$ cat src/rtl/idli_fetch_m_if.sv
// idli_fetch_m_if -- bus bundle between the instruction fetch unit, the SQI
// controller and the decoder.
//
// Signals (direction as seen from the fetch unit):
//   o_sqi_ctr[1:0]        cycle index within the current 4-cycle period
//   o_sqi_ctr_last_cycle  high on cycle 3 of each period
//   o_sqi_redirect        request to restart the SQI transaction
//   o_sqi_rd              transaction type, always read
//   o_sqi_wr_data[3:0]    fetch address nibble to the SQI controller
//   o_sqi_wr_data_vld     o_sqi_wr_data valid
//   i_sqi_rd_data[3:0]    read nibble from the SQI controller
//   i_redirect            core branch/redirect request
//   i_redirect_pc[15:0]   redirect target word address
//   o_instr_vld           instruction available
//   i_instr_rdy           decoder accepts instruction
//   o_instr[15:0]         instruction word
//   o_instr_pc[15:0]      word address of o_instr
//
// Modports: master = fetch unit, slave = SQI controller / core side.
interface idli_fetch_m_if;
  logic [1:0]  o_sqi_ctr;
  logic        o_sqi_ctr_last_cycle;
  logic        o_sqi_redirect;
  logic        o_sqi_rd;
  logic [3:0]  o_sqi_wr_data;
  logic        o_sqi_wr_data_vld;
  logic [3:0]  i_sqi_rd_data;
  logic        i_redirect;
  logic [15:0] i_redirect_pc;
  logic        o_instr_vld;
  logic        i_instr_rdy;
  logic [15:0] o_instr;
  logic [15:0] o_instr_pc;

  modport master (
    output o_sqi_ctr, o_sqi_ctr_last_cycle, o_sqi_redirect, o_sqi_rd,
    output o_sqi_wr_data, o_sqi_wr_data_vld, o_instr_vld, o_instr, o_instr_pc,
    input  i_sqi_rd_data, i_redirect, i_redirect_pc, i_instr_rdy
  );

  modport slave (
    input  o_sqi_ctr, o_sqi_ctr_last_cycle, o_sqi_redirect, o_sqi_rd,
    input  o_sqi_wr_data, o_sqi_wr_data_vld, o_instr_vld, o_instr, o_instr_pc,
    output i_sqi_rd_data, i_redirect, i_redirect_pc, i_instr_rdy
  );
endinterface

$ cat src/rtl/idli_fetch_m.sv
// idli_fetch_m -- instruction fetch unit streaming 16-bit words from a quad
// SPI memory, one nibble per cycle, into a 2-entry instruction buffer.
//
// Ports:
//   i_sqi_gck    clock, all state changes on the rising edge
//   i_sqi_rst_n  asynchronous active-low reset
//   bus          idli_fetch_m_if.master (SQI address/data, redirect,
//                instruction valid/ready handshake)
//
// Each 4-cycle period is one phase of the SQI transaction:
// INIT (address out) -> ADDR -> DUMMY -> DATA, then DATA repeats until a
// restart is requested. Read data lags the memory by one period, so a word
// is captured in the period following a DATA period.
module idli_fetch_m (
  input  logic          i_sqi_gck,
  input  logic          i_sqi_rst_n,
  idli_fetch_m_if.master bus
);

  typedef enum logic [1:0] {PH_INIT, PH_ADDR, PH_DUMMY, PH_DATA} phase_t;

  phase_t      phase;
  logic [1:0]  ctr;
  logic [15:0] fetch_addr;
  logic [15:0] stream_pc;
  logic        redirect_pending;
  logic        capture;
  logic [11:0] word_lo;

  logic [31:0] fifo_q [2];
  logic        rd_ptr;
  logic        wr_ptr;
  logic [1:0]  fifo_cnt;

  logic        last_cycle;
  logic [15:0] word_full;
  logic        complete;
  logic        fifo_empty;
  logic        fifo_full;
  logic        pop;
  logic        push;
  logic        overflow;
  logic [3:0]  wr_nibble;

  // The last nibble of a word is used straight off the bus so the word can
  // be pushed in the same cycle it completes.
  always_comb begin
    last_cycle = (ctr == 2'd3);
    word_full  = {bus.i_sqi_rd_data, word_lo};
    complete   = last_cycle && capture && !redirect_pending;
    fifo_empty = (fifo_cnt == 2'd0);
    fifo_full  = (fifo_cnt == 2'd2);
    pop        = !fifo_empty && bus.i_instr_rdy;
    push       = complete && (!fifo_full || pop);
    overflow   = complete && fifo_full && !pop;
  end

  always_comb begin
    wr_nibble = 4'h0;
    if (phase == PH_INIT) begin
      case (ctr)
        2'd0:    wr_nibble = fetch_addr[3:0];
        2'd1:    wr_nibble = fetch_addr[7:4];
        2'd2:    wr_nibble = fetch_addr[11:8];
        default: wr_nibble = fetch_addr[15:12];
      endcase
    end
  end

  // Phase sequencing, stream address tracking and restart requests.
  // A dropped word (buffer full) restarts the stream at that word's address;
  // a core redirect takes precedence over that.
  always_ff @(posedge i_sqi_gck or negedge i_sqi_rst_n) begin
    if (!i_sqi_rst_n) begin
      phase            <= PH_INIT;
      ctr              <= 2'd0;
      fetch_addr       <= 16'h0000;
      stream_pc        <= 16'h0000;
      redirect_pending <= 1'b0;
      capture          <= 1'b0;
      word_lo          <= 12'h000;
    end else begin
      ctr <= ctr + 2'd1;

      case (ctr)
        2'd0:    word_lo[3:0]  <= bus.i_sqi_rd_data;
        2'd1:    word_lo[7:4]  <= bus.i_sqi_rd_data;
        2'd2:    word_lo[11:8] <= bus.i_sqi_rd_data;
        default: ;
      endcase

      if (complete) begin
        stream_pc <= stream_pc + 16'd1;
      end

      if (last_cycle) begin
        // Next period carries data only if this DATA period is not the end
        // of the transaction.
        capture <= (phase == PH_DATA) && !redirect_pending;
        case (phase)
          PH_INIT: begin
            phase     <= PH_ADDR;
            stream_pc <= fetch_addr;
          end
          PH_ADDR:  phase <= PH_DUMMY;
          PH_DUMMY: phase <= PH_DATA;
          default:  if (redirect_pending) phase <= PH_INIT;
        endcase
      end

      if (bus.i_redirect) begin
        fetch_addr       <= bus.i_redirect_pc;
        redirect_pending <= 1'b1;
      end else if (overflow) begin
        fetch_addr       <= stream_pc;
        redirect_pending <= 1'b1;
      end else if (last_cycle && (phase == PH_DATA) && redirect_pending) begin
        redirect_pending <= 1'b0;
      end
    end
  end

  // Two-entry instruction buffer. When full, a pop frees the head slot which
  // the write pointer is aimed at, so a simultaneous push lands safely.
  always_ff @(posedge i_sqi_gck or negedge i_sqi_rst_n) begin
    if (!i_sqi_rst_n) begin
      fifo_q[0] <= 32'h0;
      fifo_q[1] <= 32'h0;
      rd_ptr    <= 1'b0;
      wr_ptr    <= 1'b0;
      fifo_cnt  <= 2'd0;
    end else if (bus.i_redirect) begin
      rd_ptr   <= 1'b0;
      wr_ptr   <= 1'b0;
      fifo_cnt <= 2'd0;
    end else begin
      if (push) begin
        fifo_q[wr_ptr] <= {stream_pc, word_full};
        wr_ptr         <= ~wr_ptr;
      end
      if (pop) begin
        rd_ptr <= ~rd_ptr;
      end
      fifo_cnt <= fifo_cnt + {1'b0, push} - {1'b0, pop};
    end
  end

  assign bus.o_sqi_ctr            = ctr;
  assign bus.o_sqi_ctr_last_cycle = last_cycle;
  assign bus.o_sqi_redirect       = redirect_pending;
  assign bus.o_sqi_rd             = 1'b1;
  assign bus.o_sqi_wr_data        = wr_nibble;
  assign bus.o_sqi_wr_data_vld    = (phase == PH_INIT);
  assign bus.o_instr_vld          = !fifo_empty;
  assign bus.o_instr_pc           = fifo_empty ? 16'h0000 : fifo_q[rd_ptr][31:16];
  assign bus.o_instr              = fifo_empty ? 16'h0000 : fifo_q[rd_ptr][15:0];

endmodule

$ cat src/flat_wrapper.sv
// flat-port wrapper written by rule: the top's interface ports become plain ports
module idli_fetch_m_flat 
  (i_sqi_gck, i_sqi_rst_n, bus_o_sqi_ctr, bus_o_sqi_ctr_last_cycle, bus_o_sqi_redirect, bus_o_sqi_rd, bus_o_sqi_wr_data, bus_o_sqi_wr_data_vld, bus_o_instr_vld, bus_o_instr, bus_o_instr_pc, bus_i_sqi_rd_data, bus_i_redirect, bus_i_redirect_pc, bus_i_instr_rdy);
  idli_fetch_m_if bus_i ();
  input  logic i_sqi_gck;
  input  logic i_sqi_rst_n;
  output wire logic [$bits(bus_i.o_sqi_ctr)-1:0] bus_o_sqi_ctr;
  output wire logic [$bits(bus_i.o_sqi_ctr_last_cycle)-1:0] bus_o_sqi_ctr_last_cycle;
  output wire logic [$bits(bus_i.o_sqi_redirect)-1:0] bus_o_sqi_redirect;
  output wire logic [$bits(bus_i.o_sqi_rd)-1:0] bus_o_sqi_rd;
  output wire logic [$bits(bus_i.o_sqi_wr_data)-1:0] bus_o_sqi_wr_data;
  output wire logic [$bits(bus_i.o_sqi_wr_data_vld)-1:0] bus_o_sqi_wr_data_vld;
  output wire logic [$bits(bus_i.o_instr_vld)-1:0] bus_o_instr_vld;
  output wire logic [$bits(bus_i.o_instr)-1:0] bus_o_instr;
  output wire logic [$bits(bus_i.o_instr_pc)-1:0] bus_o_instr_pc;
  input wire logic [$bits(bus_i.i_sqi_rd_data)-1:0] bus_i_sqi_rd_data;
  input wire logic [$bits(bus_i.i_redirect)-1:0] bus_i_redirect;
  input wire logic [$bits(bus_i.i_redirect_pc)-1:0] bus_i_redirect_pc;
  input wire logic [$bits(bus_i.i_instr_rdy)-1:0] bus_i_instr_rdy;
  assign bus_o_sqi_ctr = bus_i.o_sqi_ctr;
  assign bus_o_sqi_ctr_last_cycle = bus_i.o_sqi_ctr_last_cycle;
  assign bus_o_sqi_redirect = bus_i.o_sqi_redirect;
  assign bus_o_sqi_rd = bus_i.o_sqi_rd;
  assign bus_o_sqi_wr_data = bus_i.o_sqi_wr_data;
  assign bus_o_sqi_wr_data_vld = bus_i.o_sqi_wr_data_vld;
  assign bus_o_instr_vld = bus_i.o_instr_vld;
  assign bus_o_instr = bus_i.o_instr;
  assign bus_o_instr_pc = bus_i.o_instr_pc;
  assign bus_i.i_sqi_rd_data = bus_i_sqi_rd_data;
  assign bus_i.i_redirect = bus_i_redirect;
  assign bus_i.i_redirect_pc = bus_i_redirect_pc;
  assign bus_i.i_instr_rdy = bus_i_instr_rdy;
  idli_fetch_m u_core (.i_sqi_gck(i_sqi_gck), .i_sqi_rst_n(i_sqi_rst_n), .bus(bus_i));
endmodule
$ cat config.mk
export PLATFORM = sky130hd
export DESIGN_NAME = idli_fetch_m_flat
export DESIGN_NICKNAME = d
export VERILOG_FILES = /design/src/rtl/idli_fetch_m_if.sv /design/src/rtl/idli_fetch_m.sv /design/src/flat_wrapper.sv
export SDC_FILE = /design/constraint.sdc
export NUM_CORES = 1
export LEC_CHECK = 0
export BUFFER_PORTS_ARGS = -buffer_cell sky130_fd_sc_hd__buf_2
export CORE_ASPECT_RATIO = 1.25
export CORE_MARGIN = 3
export CORE_UTILIZATION = 55
export CTS_CLUSTER_DIAMETER = 100
export DETAILED_ROUTE_END_ITERATION = 7
export GPL_TIMING_DRIVEN = 0
export HOLD_SLACK_MARGIN = 0.12
export PLACE_DENSITY = 0.76
export SKIP_CTS_REPAIR_TIMING = 1
export SYNTH_ARGS = -nofsm -noshare
export SYNTH_HDL_FRONTEND = slang
export SYNTH_SLANG_ARGS = --single-unit
$ cat constraint.sdc
create_clock -name i_sqi_gck -period 2.8 [get_ports i_sqi_gck]
set_clock_uncertainty 0.05 [all_clocks]
set_input_delay 0 -clock i_sqi_gck [delete_from_list [all_inputs] [get_ports i_sqi_gck]]
set_output_delay 0 -clock i_sqi_gck [all_outputs]
set_load 0.02 [all_outputs]
After elaboration in Yosys (flattened, before gate mapping)
Index checks and enable logic that the tools add are counted.
{"block": "classes", "bitwise_logic": 5, "order_cmp": 3, "n_addsub": 4, "n_mux": 25, "reduce_logical": 25, "eq_ne": 7}
{"cell": "$mux W32", "count": 4}
{"cell": "$mux W16", "count": 7}
{"cell": "$bwmux W64", "count": 1}
{"cell": "$demux W32 S1", "count": 1}
{"cell": "$add A16 B1 Y16 const B", "count": 1}
{"cell": "$pmux W4 S3", "count": 1}
{"cell": "$eq A2 B2 Y1 const B", "count": 5}
{"cell": "$logic_and A1 B1 Y1", "count": 10}
{"cell": "$mux W1", "count": 7}
{"cell": "$logic_not A2 Y1", "count": 3}
{"cell": "$pmux W2 S3", "count": 1}
{"cell": "$reduce_bool A2 Y1", "count": 3}
{"cell": "$eq A2 B1 Y1 const B", "count": 2}
{"cell": "$ge A2 B2 Y1 const B", "count": 2}
{"cell": "$logic_not A1 Y1", "count": 4}
{"cell": "$mux W2", "count": 2}
{"cell": "$mux W4", "count": 1}
{"cell": "$not A1 Y2", "count": 2}
{"cell": "$reduce_and A2 Y1", "count": 2}
{"cell": "$reduce_bool A4 Y1", "count": 1}
{"cell": "$not A1 Y1", "count": 3}
{"cell": "$reduce_bool A3 Y1", "count": 1}
{"cell": "$add A2 B1 Y2", "count": 1}
{"cell": "$add A2 B1 Y2 const B", "count": 1}
{"cell": "3 further kinds", "count": 3}
{"block": "totals", "regBits": 118, "out_inout_bits": 43, "in_bits": 24, "elab_cells": 83}

Depth between registers and ports, before layout
{"block": "depth", "ltp_word": 8, "mapped_depth": 9, "depth_no_buf": 9}

Least setup slack after synthesis
No wires, ideal clock.
{"block": "synth_timing", "path_kind": "register -> register", "startpoint": "register u_core.ctr[0] (netlist: u_core.bus.o_sqi_ctr[0])", "endpoint": "register u_core.fifo_q[12] in the netlist's numbering", "t_arrival_ps": 2098, "setup_ps": 125, "n_path_buf": 2, "slack_ps": 527, "period_less_slack_ps": 2273, "t_required_ps": 2625, "path_stages_with_launch": 8, "path_cell_list": "dfrtp_1 ha_1 and3b_1 buf_2 nand2b_2 nor3b_4 buf_6 mux2_2"}
{"block": "synth_between", "elab_chain_len": 5}
{"item": "start: declaration", "line": "idli_fetch_m.sv:23", "text": "logic [1:0] ctr;"}
{"item": "start signal: assignment", "line": "idli_fetch_m.sv:83", "text": "ctr <= ctr + 2'd1;"}
{"item": "$eq A2 B2 Y1", "line": "idli_fetch_m.sv:48", "text": "last_cycle = (ctr == 2'd3);"}
{"item": "named net bus_o_sqi_ctr_last_cycle", "line": "flat_wrapper.sv:8", "text": "output wire logic [$bits(bus_i.o_sqi_ctr_last_cycle)-1:0] bus_o_sqi_ctr_last_cycle;"}
{"item": "$logic_and A1 B1 Y1 (2 in a row)", "line": "idli_fetch_m.sv:50", "text": "complete = last_cycle && capture && !redirect_pending;"}
{"item": "$logic_and A1 B1 Y1", "line": "idli_fetch_m.sv:54", "text": "push = complete && (!fifo_full || pop);"}
{"item": "$reduce_and A2 Y1 (no source line)"}
{"item": "end signal: indexed assignment", "line": "idli_fetch_m.sv:138", "text": "fifo_q[wr_ptr] <= {stream_pc, word_full};"}
{"item": "end: declaration", "line": "idli_fetch_m.sv:30", "text": "logic [31:0] fifo_q [2];"}
The timed path passes the listed nets, and every way through them passes these cells.
A chain may end at the register's enable or synchronous reset.

Final worst setup path
{"block": "layout_timing", "startpoint": "register u_core.ctr[0] (netlist: u_core.bus.o_sqi_ctr[0])", "endpoint": "output port bus_o_sqi_wr_data[1]"}
{"block": "layout_between", "elab_chain_len": 3, "word_cells_on_any_way": 5, "cone_classes": "eq/ne: 2; mux: 2; reduce/logical: 1"}
{"item": "$eq A2 B2 Y1, or another cell as far along", "line": "idli_fetch_m.sv:61", "text": "case (ctr)"}
{"item": "$pmux W4 S3 (*)", "line": "idli_fetch_m.sv:61"}
{"item": "$mux W4 (*)", "line": "idli_fetch_m.sv:60", "text": "if (phase == PH_INIT) begin"}
{"item": "end: declaration", "line": "flat_wrapper.sv:11", "text": "output wire logic [$bits(bus_i.o_sqi_wr_data)-1:0] bus_o_sqi_wr_data;"}
Mark *: on every way between the ends. The rest lies on a longest branch, timed or not.

==> impl_metrics.csv <==
group,metric,value,unit
power_and_ir_drop,power.density,642,nW/um2
global_route,gr-usage-met2,0.392,
routing,first_pass_iters,5,
global_route,grtUsageMet1,0.276,
power_and_ir_drop,power_frac_clock,0.512,
floorplan,die_w,97.1,um
timing,fmax,429,MHz
timing,finalHoldViolCount,0,
routing,ant_nets,0,
cts,tritoncts,"yes",
synthesis,synth_warnings,0,
power_and_ir_drop,seqPwrFrac,0.401,
cts,clock_tree.root_cell,"clkbuf_16",
synthesis,synth_cells,492,
synthesis,synth_area_leader_cell,"dfrtp_1",
floorplan,rows,40,
placed_design,gp_congestion,0.903,
cells_and_area,area_growth,24.3,%
global_route,grt_max_degree,67,
cells_and_area,nets,636,
placed_design,port_buffers,65,
routing,routed_via_density,5.57,
timing,setup_violations,0,
power_and_ir_drop,internal_power,3520,uW
power_and_ir_drop,vdd_drop_max,438,uV
synthesis,synth-seq-cells,118,
timing,maxSlewViolCount,0,
routing,via_count,4119,
timing,period_minus_slack,2.33,ns
timing,fin_crit_sh,0.832,
timing,setup_tns,0,ns
global_route,track_usage,0.231,
setup_path,cp_max_fo,8,
placed_design,placed_cells,684,
floorplan,core-area,9860,um2
power_and_ir_drop,switchingPower,1030,uW
setup_path,cp.required,2.75,ns
global_route,first_global_vias,4295,
global_route,antenna_found_initial,0,
global_route,busiest_layer,"met2",
timing,rsz0062_at_grt,"false",
cts,clock_sinks,118,
placed_design,dp_hpwl,8.81,mm
flow_run,cap_violations,0,
setup_path,rrSetupSlack,0.53,ns
outcome,outcome,"finished, final reports clean",
cts,clk_latency,0.41,ns
synthesis,synth-main-ff-cell,"dfrtp_1",
global_route,grt_pass1_wl,21.2,mm
cts,cts.htree.levels,4,
setup_path,critPathLaunchType,"flip-flop",
synthesis,synth_edf_count,0,
power_and_ir_drop,p_sw_frac,0.227,
cts,cts.clk_slew.worst_paths,0.05,ns
synthesis,yosysUniqueCellTypes,40,
routing,drtIter0Drc,163,
floorplan,die_h,120,um
timing,relSlewSlack,0.423,
synthesis,async_flop_share,1.00,
routing,drc,0,
cells_and_area,finalNonFillerCells,739,
synthesis,synthesis.nets,528,
synthesis,syn-cell-area,5700,um2
floorplan,initial_core_util,0.578,
setup_path,endpoint_kind,"output pin",
hold_path,worstHoldPathType,"primary input to async pin",
setup_path,crit_arrival,2.28,ns
power_and_ir_drop,comb_power_share,0.087,
cts,cts_made_buffers,17,
power_and_ir_drop,p_leak,0.00341,uW
timing,tightest_slew,0.865,ns
synthesis,synth.area.top_cells,"dfrtp_1 52%, mux2_2 15%, mux2i_1 8.6%, nand2_1 3.2%, nor2_1 3.0%",
cells_and_area,drive_gt1_frac,0.315,
cells_and_area,antenna_cells,0,
global_route,overflow,0,
synthesis,synth-seq-area-share,0.518,
setup_path,worstSetupPathType,"flip-flop to output pin",
cts,cts_buffer_depth,2,
global_route,grt_util_met3,0.0663,
synthesis,synth.top_cell.area_share,0.518,
floorplan,ios,67,
synthesis,syn_avg_cell_area,11.6,um2
routing,wl,12.8,mm
routing,avgRoutedWirePerCell,17.3,um
floorplan,dieArea,11600,um2
## layer usage
layer	wire length, um	vias up
met4	319	0
met1	5180	2046
met5	0	-
li1	-	1923
met3	643	25
met2	6640	125
## worst max-delay path: stages (launching register included)
cell and delay (ns):
dfrtp_1 0.43, inv_1 0.12, ha_1 0.16, clkbuf_1 0.45
a222oi_1 0.22, o21ai_0 0.19, and2_1 0.14, buf_2 0.16
## cells by family after synthesis
kind of cell,synth area share
AOI/OAI and AO/OA,0.0509
xor gates and xnor gates,0.0230
adders and majority gates,0.0263
buffers and inverters,0.0377
DFF,0.518
muxes,0.238
other,0.000658
and+or+nand+nor,0.106
## flip-flops by register name (all words and copies together), names as in the netlist
register                   flops
u_core.fetch_addr             16
u_core.bus.o_sqi_ctr           2
u_core.capture                 1
u_core.stream_pc              16
u_core.fifo_q                 64
u_core.word_lo                12
u_core.phase                   2
u_core.fifo_cnt                2
u_core.bus.o_sqi_redirect      1
u_core.wr_ptr                  1
u_core.rd_ptr                  1
## power groups by stage
stage	logic [uW]	registers, uW	clock network (uW)
floorplan	239	1830	0
global placement	361	1850	0
detailed placement	374	1850	0
CTS	376	1820	2350
global route	444	1830	2440
finish	396	1820	2330
## cell type report
class / count / area (um2)
fillers: 703 / 2770
multi-input cells: 330 / 2530
clock buffers: 23 / 498
inverters: 11 / 41.3
flip-flops and latches: 118 / 2950
plain buffers: 33 / 174
well taps: 126 / 158
repair buffers: 89 / 586
clock inverters: 9 / 145
## layout by cell type, fill, tap and decap left out, drive strengths merged, types with 7 or more instances in the layout
master,Yosys,routed
mux2,77,77
nor2,45,45
xnor2,13,13
mux2i,49,49
dlygate4sd3,0,23
clkbuf,17,40
o21ai,33,33
dfrtp,118,118
and2,7,7
buf,16,82
inv,11,11
ha,12,12
nand2,50,50
## worst paths after layout
| path | start | end | cells past startpoint |
|---|---|---|---|
| worst max-delay path | u_core.bus.o_sqi_ctr[0] | bus_o_sqi_wr_data[1] | 7 |
| worst min-delay path | i_sqi_rst_n | u_core.fifo_q[42] | 2 |
| worst max register to register | u_core.bus.o_sqi_ctr[0] | u_core.fifo_q[51] | 7 |
| worst min register to register | u_core.fifo_q[31] | u_core.fifo_q[31] | 1 |
| max in group asynchronous | i_sqi_rst_n | u_core.fetch_addr[9] | 3 |
| min in group i_sqi_gck | bus_i_redirect_pc[3] | u_core.fetch_addr[3] | 4 |
## through the flow
stage / cell area, um2 / utilization / total power [uW] / setup slack (ns) / hold slack, ns
3_3_place_gp: 6190 / 0.627 / 2210 / 0.331 / 0.156
6_report: 7090 / 0.719 / 4550 / 0.470 / 0.209
2_1_floorplan: 5700 / - / 2070 / 0.527 / -0.346
5_1_grt: 7090 / 0.719 / 4710 / 0.343 / 0.281
4_1_cts: 6860 / 0.696 / 4550 / 0.498 / -0.316
3_5_place_dp: 6220 / 0.630 / 2230 / 0.529 / 0.115
## cell usage after synthesis, types with 5 or more instances
| cell type | number |
|---|---|
| xnor2_1 | 13 |
| nor2_1 | 45 |
| buf_2 | 7 |
| ha_1 | 12 |
| o21ai_0 | 33 |
| nand4_1 | 6 |
| mux2_2 | 75 |
| buf_4 | 5 |
| and2_1 | 7 |
| nand2_1 | 49 |
| dfrtp_1 | 118 |
| mux2i_1 | 49 |
| clkbuf_1 | 17 |
| inv_1 | 11 |
No activity file was read; power rests on OpenSTA's default activity.
